===== config.mk =====
export PLATFORM = sky130hd
export DESIGN_NAME = portal_msg_framer
export DESIGN_NICKNAME = d
export VERILOG_FILES = /design/src/rtl/portal_msg_framer.sv
export SDC_FILE = /design/constraint.sdc
export NUM_CORES = 1
export LEC_CHECK = 0
export ABC_AREA = 1
export CELL_PAD_IN_SITES_DETAIL_PLACEMENT = 1
export CELL_PAD_IN_SITES_GLOBAL_PLACEMENT = 2
export CORE_ASPECT_RATIO = 1.5
export CORE_MARGIN = 1
export CORE_UTILIZATION = 41
export DETAILED_ROUTE_END_ITERATION = 12
export GPL_TIMING_DRIVEN = 0
export HOLD_SLACK_MARGIN = 0.08
export PLACE_DENSITY = 0.82
export SKIP_LAST_GASP = 1
export SLEW_MARGIN = 40
export SYNTH_ARGS = -nofsm -noshare
export SYNTH_HDL_FRONTEND = slang
export SYNTH_SLANG_ARGS = --single-unit

===== constraint.sdc =====
create_clock -name CLK -period 3.1 [get_ports CLK]
set_input_delay 0.62 -clock CLK [delete_from_list [all_inputs] [get_ports CLK]]
set_output_delay 0.62 -clock CLK [all_outputs]
set_load 0.1 [all_outputs]

===== src/rtl/portal_msg_framer.sv =====
// portal_msg_framer
//   Buffers one message of payload words, then emits a header beat
//   {method[15:0], len[15:0]} (len = stored payload words + 1) followed by
//   the stored payload words, using valid/ready handshakes on both sides.
//   Words beyond MAX_WORDS are dropped and flagged in sticky err_overflow.
//
// Ports
//   CLK, RST_N          clock, asynchronous active-low reset
//   in_valid/in_ready   producer handshake; in_data payload, in_last end of
//                       message, in_method sampled with the first word only
//   src_rdy/dst_rdy     sink handshake; beat is the outgoing beat
//   err_overflow        sticky overflow flag, cleared only by reset
//   msg_count           messages fully emitted
//
// Configuration
//   PORTAL_FRAMER_STATS_EN  when defined, msg_count counts emitted messages
//                           (wrapping); when undefined msg_count is tied to 0.
module portal_msg_framer #(
  parameter int MAX_WORDS = 16
) (
  input  logic        CLK,
  input  logic        RST_N,
  input  logic        in_valid,
  output logic        in_ready,
  input  logic [31:0] in_data,
  input  logic        in_last,
  input  logic [15:0] in_method,
  output logic        src_rdy,
  input  logic        dst_rdy,
  output logic [31:0] beat,
  output logic        err_overflow,
  output logic [31:0] msg_count
);

  localparam int AW = $clog2(MAX_WORDS);
  localparam int CW = $clog2(MAX_WORDS + 1);
  localparam logic [CW-1:0] MAX_C  = CW'(MAX_WORDS);
  localparam logic [CW-1:0] ZERO_C = CW'(0);
  localparam logic [CW-1:0] ONE_C  = CW'(1);

  typedef enum logic [1:0] {
    FILL    = 2'd0,
    HDR     = 2'd1,
    PAYLOAD = 2'd2
  } state_e;

  state_e        state_q, state_d;
  logic [CW-1:0] wcount_q, wcount_d;   // payload words stored
  logic [CW-1:0] rcount_q, rcount_d;   // index of the next payload word to show
  logic [15:0]   method_q, method_d;
  logic          src_rdy_q, src_rdy_d;
  logic          in_ready_q, in_ready_d;
  logic [31:0]   beat_q, beat_d;
  logic          err_overflow_q, err_overflow_d;
  logic [31:0]   mem [MAX_WORDS];

  logic accept_s;
  logic store_s;
  logic tx_s;

  // in_ready_q is only high in FILL, so an accept can only happen there.
  assign accept_s = in_valid && in_ready_q;
  assign store_s  = accept_s && (wcount_q < MAX_C);
  assign tx_s     = src_rdy_q && dst_rdy;

  // Payload buffer; contents survive reset by design.
  always_ff @(posedge CLK) begin
    if (store_s) begin
      mem[wcount_q[AW-1:0]] <= in_data;
    end
  end

  // Next-state and next-output logic for the framing FSM.
  always_comb begin
    state_d        = state_q;
    wcount_d       = wcount_q;
    rcount_d       = rcount_q;
    method_d       = method_q;
    src_rdy_d      = src_rdy_q;
    in_ready_d     = in_ready_q;
    beat_d         = beat_q;
    err_overflow_d = err_overflow_q;
    case (state_q)
      FILL: begin
        if (accept_s) begin
          if (store_s) begin
            wcount_d = wcount_q + ONE_C;
          end else begin
            err_overflow_d = 1'b1;
          end
          // An empty buffer means this is the first word of the message.
          if (wcount_q == ZERO_C) begin
            method_d = in_method;
          end else begin
            method_d = method_q;
          end
          if (in_last) begin
            state_d    = HDR;
            src_rdy_d  = 1'b1;
            in_ready_d = 1'b0;
            rcount_d   = ZERO_C;
            beat_d     = {method_d, 16'(wcount_d) + 16'd1};
          end else begin
            state_d = FILL;
          end
        end else begin
          state_d = FILL;
        end
      end
      HDR: begin
        if (tx_s) begin
          state_d  = PAYLOAD;
          beat_d   = mem[{AW{1'b0}}];
          rcount_d = ONE_C;
        end else begin
          state_d = HDR;
        end
      end
      PAYLOAD: begin
        if (tx_s) begin
          // rcount_q == wcount_q: the beat just taken was the last stored word.
          if (rcount_q == wcount_q) begin
            state_d    = FILL;
            src_rdy_d  = 1'b0;
            in_ready_d = 1'b1;
            wcount_d   = ZERO_C;
            rcount_d   = ZERO_C;
          end else begin
            beat_d   = mem[rcount_q[AW-1:0]];
            rcount_d = rcount_q + ONE_C;
          end
        end else begin
          state_d = PAYLOAD;
        end
      end
      default: begin
        state_d    = FILL;
        src_rdy_d  = 1'b0;
        in_ready_d = 1'b1;
        wcount_d   = ZERO_C;
        rcount_d   = ZERO_C;
      end
    endcase
  end

  // FSM and output registers.
  always_ff @(posedge CLK or negedge RST_N) begin
    if (!RST_N) begin
      state_q        <= FILL;
      wcount_q       <= ZERO_C;
      rcount_q       <= ZERO_C;
      method_q       <= 16'd0;
      src_rdy_q      <= 1'b0;
      in_ready_q     <= 1'b1;
      beat_q         <= 32'd0;
      err_overflow_q <= 1'b0;
    end else begin
      state_q        <= state_d;
      wcount_q       <= wcount_d;
      rcount_q       <= rcount_d;
      method_q       <= method_d;
      src_rdy_q      <= src_rdy_d;
      in_ready_q     <= in_ready_d;
      beat_q         <= beat_d;
      err_overflow_q <= err_overflow_d;
    end
  end

  assign in_ready     = in_ready_q;
  assign src_rdy      = src_rdy_q;
  assign beat         = beat_q;
  assign err_overflow = err_overflow_q;

`ifdef PORTAL_FRAMER_STATS_EN
  logic [31:0] msg_count_q, msg_count_d;
  logic        msg_done_s;

  assign msg_done_s = (state_q == PAYLOAD) && tx_s && (rcount_q == wcount_q);

  // Count completed messages, wrapping naturally at 2^32.
  always_comb begin
    msg_count_d = msg_count_q;
    if (msg_done_s) begin
      msg_count_d = msg_count_q + 32'd1;
    end else begin
      msg_count_d = msg_count_q;
    end
  end

  // Message counter register.
  always_ff @(posedge CLK or negedge RST_N) begin
    if (!RST_N) begin
      msg_count_q <= 32'd0;
    end else begin
      msg_count_q <= msg_count_d;
    end
  end

  assign msg_count = msg_count_q;
`else
  assign msg_count = 32'd0;
`endif

endmodule

==> results.ini, run 1 <==
[status]
status=complete, no violations

[timing]
finClkSkew_ns=0.02041
fin_crit_ns=2.737
final_hold_viol_count=0
finalMaxSlewViolations=0
holdWs_ns=0.4135
setup_viol=0
setup_tns_ns=0
setup_ws_ns=0.3630
slew_headroom_pct=39.34
tightest_slew_ns=0.9099
timing.final.crit_share_pct=88.29
clock.fmax_mhz=365.4
rsz0062_at_grt=no

[power_and_ir_drop]
power_switching_uw=8507
seqPwrFrac_pct=40.1
internal-power_uw=14130
power_density_nw_per_um2=787.4
power_frac_comb_pct=30.3
netSwitchingFraction_pct=37.58
ir_drop_v=0.0004073
leakage_uw=0.01063
pwr-share-clk_pct=29.6

[cts]
h-tree-depth=2
cts_max_path_buffers=3
clk_pin_slew_ns=0.06
clock_sink_count=575
insertion_delay_ns=0.61
cts_buffers=55
cts_tree=done
cts.root.buffer_cell=clkbuf_16

[critical_path]
cpMostUsedCell=nand2_1
crit_chain=inv_1 > clkbuf_1 > buf_1 > a21oi_1 > o21ai_1 > nand2_1 > nand2_1 > nand3_1 > nand2_1 > nand2_1 > nand2_1
cp_slowest_cell=buf_1
cpPeakStageDelay_ns=0.63
worstPathMaxFanout=10
cp.arrival_ns=3.27
start_kind=register
ff2ff_setup_slack_ns=0.36
cp.depth=11
r2r_cells=11
path_class=reg2reg
crit_required_ns=3.63
cp_num_buf_inv=3
cp-end-kind=register
cp_top_family=buffers and inverters

[cells_and_area]
diodes=0
syn_to_final_growth_pct=18.17
fillers=6351
layout.cells.non_filler=3214
nNetsFinal=2455
drive_gt1_share_pct=11.69
final_util_pct=48.92

[synthesis]
synth_warnings=0
seq_area_frac_synth_pct=69.67
synth_area_um2=24330
synth_edf_count=512
avgSynthCellArea_um2=11.15
synth_seq_cells=575
synth_cell_types=34
syn_inst=2182
synth_flop_cell=edfxtp_1
async_flop_share_pct=10.96

[detailed_routing]
vias=17670
ant_nets=0
via_per_inst=5.498
drt-total-wl_um=82180
wl_per_cell_um=25.57
dr.first_iter.drc_count=1435
drtPass1Iterations=5
drc=0

[die]
die-area_um2=60340
initial_core_util_pct=41.39
die_w_um=200.9
core_um2=58780
die_h_um=300.4
io-pin-count=120
fp-row-count=109

[global_route]
grt-ovfl-total=0
antenna_found_initial=0
grt_pass1_wl_um=119800
grt_max_degree=56
grt_pass1_vias=18939
grt_util_all_layers_pct=27.33

[flow_run]
drv_cap=0

[placement]
post-place-ws_ns=0.06569
dp_cells=3111
gp_congestion=0.8696
dp_hpwl_um=59460
io_buffers=87

[min_path]
min_path_type=in2async

==> path summary, 6_finish.rpt <==
path                                               from                      end
min in group CLK                    beat[8]$_DFFE_PN0P_      beat[8]$_DFFE_PN0P_
worst max register to register  rcount_q[2]$_DFFE_PN0P_     beat[31]$_DFFE_PN0P_
worst min-delay path                              RST_N  method_q[0]$_DFFE_PN0P_
worst max-delay path            rcount_q[2]$_DFFE_PN0P_     beat[31]$_DFFE_PN0P_
max in group asynchronous                         RST_N     in_ready$_DFFE_PN1P_
worst min register to register      beat[8]$_DFFE_PN0P_      beat[8]$_DFFE_PN0P_
==> registers in the layout, summed over array words and instances, names as in the netlist <==
signal and cells:
beat 32, err_overflow 1, in_ready 1, mem 512
method_q 16, rcount_q 5, src_rdy 1, state_q 2
wcount_q 5
==> through the flow <==
step                      power, uW  area, um2
after floorplan               13700      24450
after global placement        16010      26300
after detailed placement      16080      26960
after CTS                     22760      28750
after global routing          23510      28750
final                         22640      28750
==> cell families (layout without fill, tap and decap cells) <==
kind of cell	Yosys count	in the layout	synth area share, %
muxes	1	1	0.04114
DFF	575	575	69.68
xor gates and xnor gates	10	10	0.3909
adders and majority gates	10	10	0.5142
and+or+nand+nor	905	905	14.56
other	1	32	0.01541
buffers and inverters	240	464	5.050
AOI/OAI and AO/OA	440	440	9.750
==> placed cells by master (no fill, tap or decap), types with 3 or more instances in the layout <==
cell and count:
buf_1 12, nand2_1 363, inv_2 3, buf_16 17, ha_1 10, buf_2 75, conb_1 32, edfxtp_1 512
o211ai_1 61, clkbuf_16 55, bufinv_16 5, dfrtp_1 62, clkbuf_2 3, xor2_1 8, inv_1 72, nand3_1 78
nor2_4 18, clkinv_1 9, clkinvlp_4 4, clkinv_4 3, o22ai_1 3, o21ai_0 204, nor2_2 3, nand4_1 6
nor2_1 434, buf_6 17, buf_4 39, o21ai_1 108, buf_8 18, clkinv_2 14, inv_6 3, clkdlybuf4s50_1 51
clkbuf_1 61, a21oi_1 59
==> power by group through the flow <==
stage,Clock (uW),Sequential [uW],Combinational (uW)
finish,6690,9080,6870
global route,7020,9120,7370
CTS,6780,9080,6890
detailed placement,0,9240,6830
global placement,0,9240,6760
floorplan,0,10400,3260
==> layer usage <==
metal  wire length, um  global-route usage, %
met4              4282                  13.92
met1             30090                  30.22
met5                 0                      0
met3              4289                  3.403
met2             43520                  51.15
==> synthesized netlist by cell type (2+ instances only) <==
| library cell | n | area share, % |
|---|---|---|
| inv_1 | 72 | 1.1 |
| xor2_1 | 8 | 0.29 |
| nor2_2 | 3 | 0.077 |
| nand2_1 | 363 | 5.6 |
| buf_4 | 39 | 1.2 |
| o211ai_1 | 61 | 1.9 |
| inv_2 | 3 | 0.046 |
| buf_6 | 16 | 0.74 |
| o22ai_1 | 3 | 0.077 |
| clkbuf_1 | 57 | 0.88 |
| o21ai_0 | 204 | 4.2 |
| nor2_1 | 450 | 6.9 |
| a21oi_1 | 59 | 1.2 |
| nand3_1 | 78 | 1.6 |
| o31ai_1 | 2 | 0.062 |
| dfrtp_1 | 62 | 6.4 |
| nor2_4 | 2 | 0.093 |
| ha_1 | 10 | 0.51 |
| buf_1 | 12 | 0.19 |
| o21ai_1 | 108 | 2.2 |
| nand4_1 | 6 | 0.15 |
| nand2_2 | 2 | 0.051 |
| edfxtp_1 | 512 | 63 |
| buf_2 | 40 | 0.82 |
==> what timing repair did <==
action,CTS,global route
hold buffers,1,0
endpoints found under the setup margin,0,0
gates resized for setup,0,0
endpoints found under the hold margin,54,0
buffers inserted,0,0
==> final cells by class <==
cell class                 count  area [um2]  area share, %
sequential                   575       16950          58.96
multi-input combinational   1398        6386          22.21
tap                          777       972.2          3.381
buffer                       165       950.9          3.307
inverter                      75       281.5         0.9791
clock inverter                40       376.6          1.310
timing repair buffer         122        1430          4.974
clock buffer                  62        1403          4.878
(Power assumes the default switching activity.)
==> run 2: changes to the inputs <==
Settings changed: CORE_UTILIZATION 41 to 25, GPL_TIMING_DRIVEN 0 to 1, PLACE_DENSITY 0.82 to 0.55.
==> run 2 against run 1 <==
Worst setup slack improved by 0.32 ns. Largest cell class unchanged. Routed wire length shrank 7.3%. Sequential share of layout area down 0.078 points. Critical path depth decreased by 2. Total power is 0.81% higher. Design area is 0.19% higher. Clock-buffer cell count rose by 8. Utilization down 19 points. Die area is 63% higher.
==> results.ini, run 2 (same netlist as run 1, synthesis figures left out) <==
[status]
status=complete, no violations

[global_route]
grt_pass1_wl_um=116400  ; -2.8%
antenna_found_initial=0  ; unchanged
grt-ovfl-total=0  ; unchanged
grt_pass1_vias=17506  ; -7.6%
grt_max_degree=101  ; +80%
grt_util_all_layers_pct=15.66  ; -12 points

[cts]
cts_max_path_buffers=3  ; unchanged
cts.root.buffer_cell=clkbuf_16
postCtsSetupBuffers=0  ; unchanged
cts_buffers=59  ; +7.3%
cts_hold_buf=1  ; unchanged
cts_tree=done
h-tree-depth=2  ; unchanged
insertion_delay_ns=0.66  ; +0.05 ns
clock_sink_count=575  ; unchanged
clk_pin_slew_ns=0.06  ; about the same
postCtsResizedCells=0  ; unchanged

[critical_path]
start_kind=register
worstPathMaxFanout=53  ; +43
crit_required_ns=3.68  ; +0.05 ns
cp_top_family=simple AND/OR/NAND/NOR gates
cp.arrival_ns=2.99  ; -0.28 ns
crit_chain=buf_4 > o21ai_0 > o21ai_0 > nand2_1 > nand3_1 > nand3_1 > nand2_1 > nand2_1 > nand2_1
ff2ff_setup_slack_ns=0.69  ; +0.32 ns
cpPeakStageDelay_ns=0.58  ; -0.05 ns
cp_slowest_cell=dfrtp_4
cp-end-kind=register
path_class=reg2reg
rr_endpoint=beat[7]$_DFFE_PN0P_
cp_num_buf_inv=1  ; -2
cpMostUsedCell=nand2_1
cp.depth=9  ; -2
r2r_cells=9  ; -2
worstReg2RegStart=rcount_q[0]$_DFFE_PN0P_
crit_path_start=rcount_q[0]$_DFFE_PN0P_
critPathCapture=beat[7]$_DFFE_PN0P_

[die]
initial_core_util_pct=25.34  ; -16 points
fp-row-count=139  ; +28%
die_w_um=256.7  ; +28%
die-area_um2=98600  ; +63%
core_um2=96000  ; +63%
die_h_um=384.1  ; +28%
io-pin-count=120  ; unchanged

[cells_and_area]
diodes=0  ; unchanged
stdcell_area_um2=28810  ; +0.19%
syn_to_final_growth_pct=18.40
largest_register_ffs=512  ; unchanged
layout_common_cells=edfxtp_1, nor2_1, nand2_1, o21ai_0, o21ai_1
final_common_cell=edfxtp_1
nNetsFinal=2324  ; -5.3%
drive_gt1_share_pct=9.957  ; -1.7 points

[detailed_routing]
dr.first_iter.drc_count=975  ; -32%
vias=16256  ; -8.0%
via_per_inst=4.542  ; -17%
drtPass1Iterations=5  ; unchanged
ant_nets=0  ; unchanged
wl_per_cell_um=21.27  ; -17%
drc=0  ; unchanged
drt-total-wl_um=76140  ; -7.3%

[timing]
rsz0062_at_grt=no
holdWs_ns=0.4511  ; +0.03766 ns
finClkSkew_ns=0.03010  ; +0.009688 ns
fin_crit_ns=2.413  ; -0.3245 ns
finalMaxSlewViolations=0  ; unchanged
setup_viol=0  ; unchanged
setup_tns_ns=0  ; unchanged
final_hold_viol_count=0  ; unchanged
slew_headroom_pct=43.26  ; +3.9 points
timing.final.crit_share_pct=77.82  ; -10 points
clock.fmax_mhz=414.5  ; +13%
tightest_slew_ns=0.8484  ; -0.06145 ns

[power_and_ir_drop]
power_density_nw_per_um2=792.2  ; +0.61%
netSwitchingFraction_pct=35.91  ; -1.7 points
leakage_uw=0.01024  ; -3.7%
pwr-share-clk_pct=32.3  ; +2.7 points
power_switching_uw=8196  ; -3.7%
power_frac_comb_pct=27.7  ; -2.6 points
seqPwrFrac_pct=40.0  ; about the same
ir_drop_v=0.0003858  ; -5.3%
internal-power_uw=14630  ; +3.5%

[min_path]
min_path_type=in2reg
hold_depth=1

[flow_run]
drv_cap=0  ; unchanged

[placement]
io_buffers=87  ; unchanged
dp_hpwl_um=46760  ; -21%
dpl_cell_area_um2=26840  ; -0.46%
gp_congestion=0.7629  ; -12%

[run 2: cell type report]
class                   count  area [um2]
flip-flops and latches    575       16960
multi-input cells        1398        6401
well taps                1269        1588
repair buffers            152        1603
clock inverters            40       437.9
clock buffers              70        1528
fillers                 10617       67190
inverters                  75       287.8
[run 2: stage by stage]
step	setup slack (ns)	total power, uW	util [%]	instances
global route	0.4895	24030	30.01	3579
global placement	0.2417	15740	27.96	3468
CTS	0.5884	23260	30.01	3579
detailed placement	0.2051	15770	27.95	3468
finish	0.6875	22820	30.01	3579
floorplan	-0.1291	13700	-	2213
[run 2: worst min-delay path by stage]
stage,from,end,slack [ns]
after floorplan,RST_N,beat[0]$_DFFE_PN0P_,0.32
after global placement,err_overflow$_DFFE_PN0P_,err_overflow$_DFFE_PN0P_,0.47
after global routing,in_data[10],mem[6][10]$_DFFE_PP_,0.44
after detailed placement,err_overflow$_DFFE_PN0P_,err_overflow$_DFFE_PN0P_,0.47
final,in_data[10],mem[2][10]$_DFFE_PP_,0.45
after CTS,in_data[16],mem[13][16]$_DFFE_PP_,0.42
[run 2: worst reg2reg max path: cells and delay by family, from the launching register on]
kind	cells	cell delay, ns
buffers and inverters	1	0.57
AO/OA/AOI/OAI	2	0.55
AND/OR/NAND/NOR	6	0.68
flip-flops	1	0.58
[run 2: routing by layer]
layer	routed length [um]	GRT usage [%]	vias up	part of all wire, %
met4	1465	3.759	0	1.9
li1	-	-	7646	-
met5	0	0	-	0
met2	39420	28.59	214	52
met3	1876	1.938	80	2.5
met1	33380	19.45	8316	44
[run 2: power by group through the flow]
stage / registers [uW] / clock network (uW) / logic, uW
floorplan: 10400 / 0 / 3260
global placement: 9310 / 0 / 6430
detailed placement: 9300 / 0 / 6460
CTS: 9140 / 7630 / 6490
global route: 9180 / 7860 / 6980
finish: 9130 / 7380 / 6320
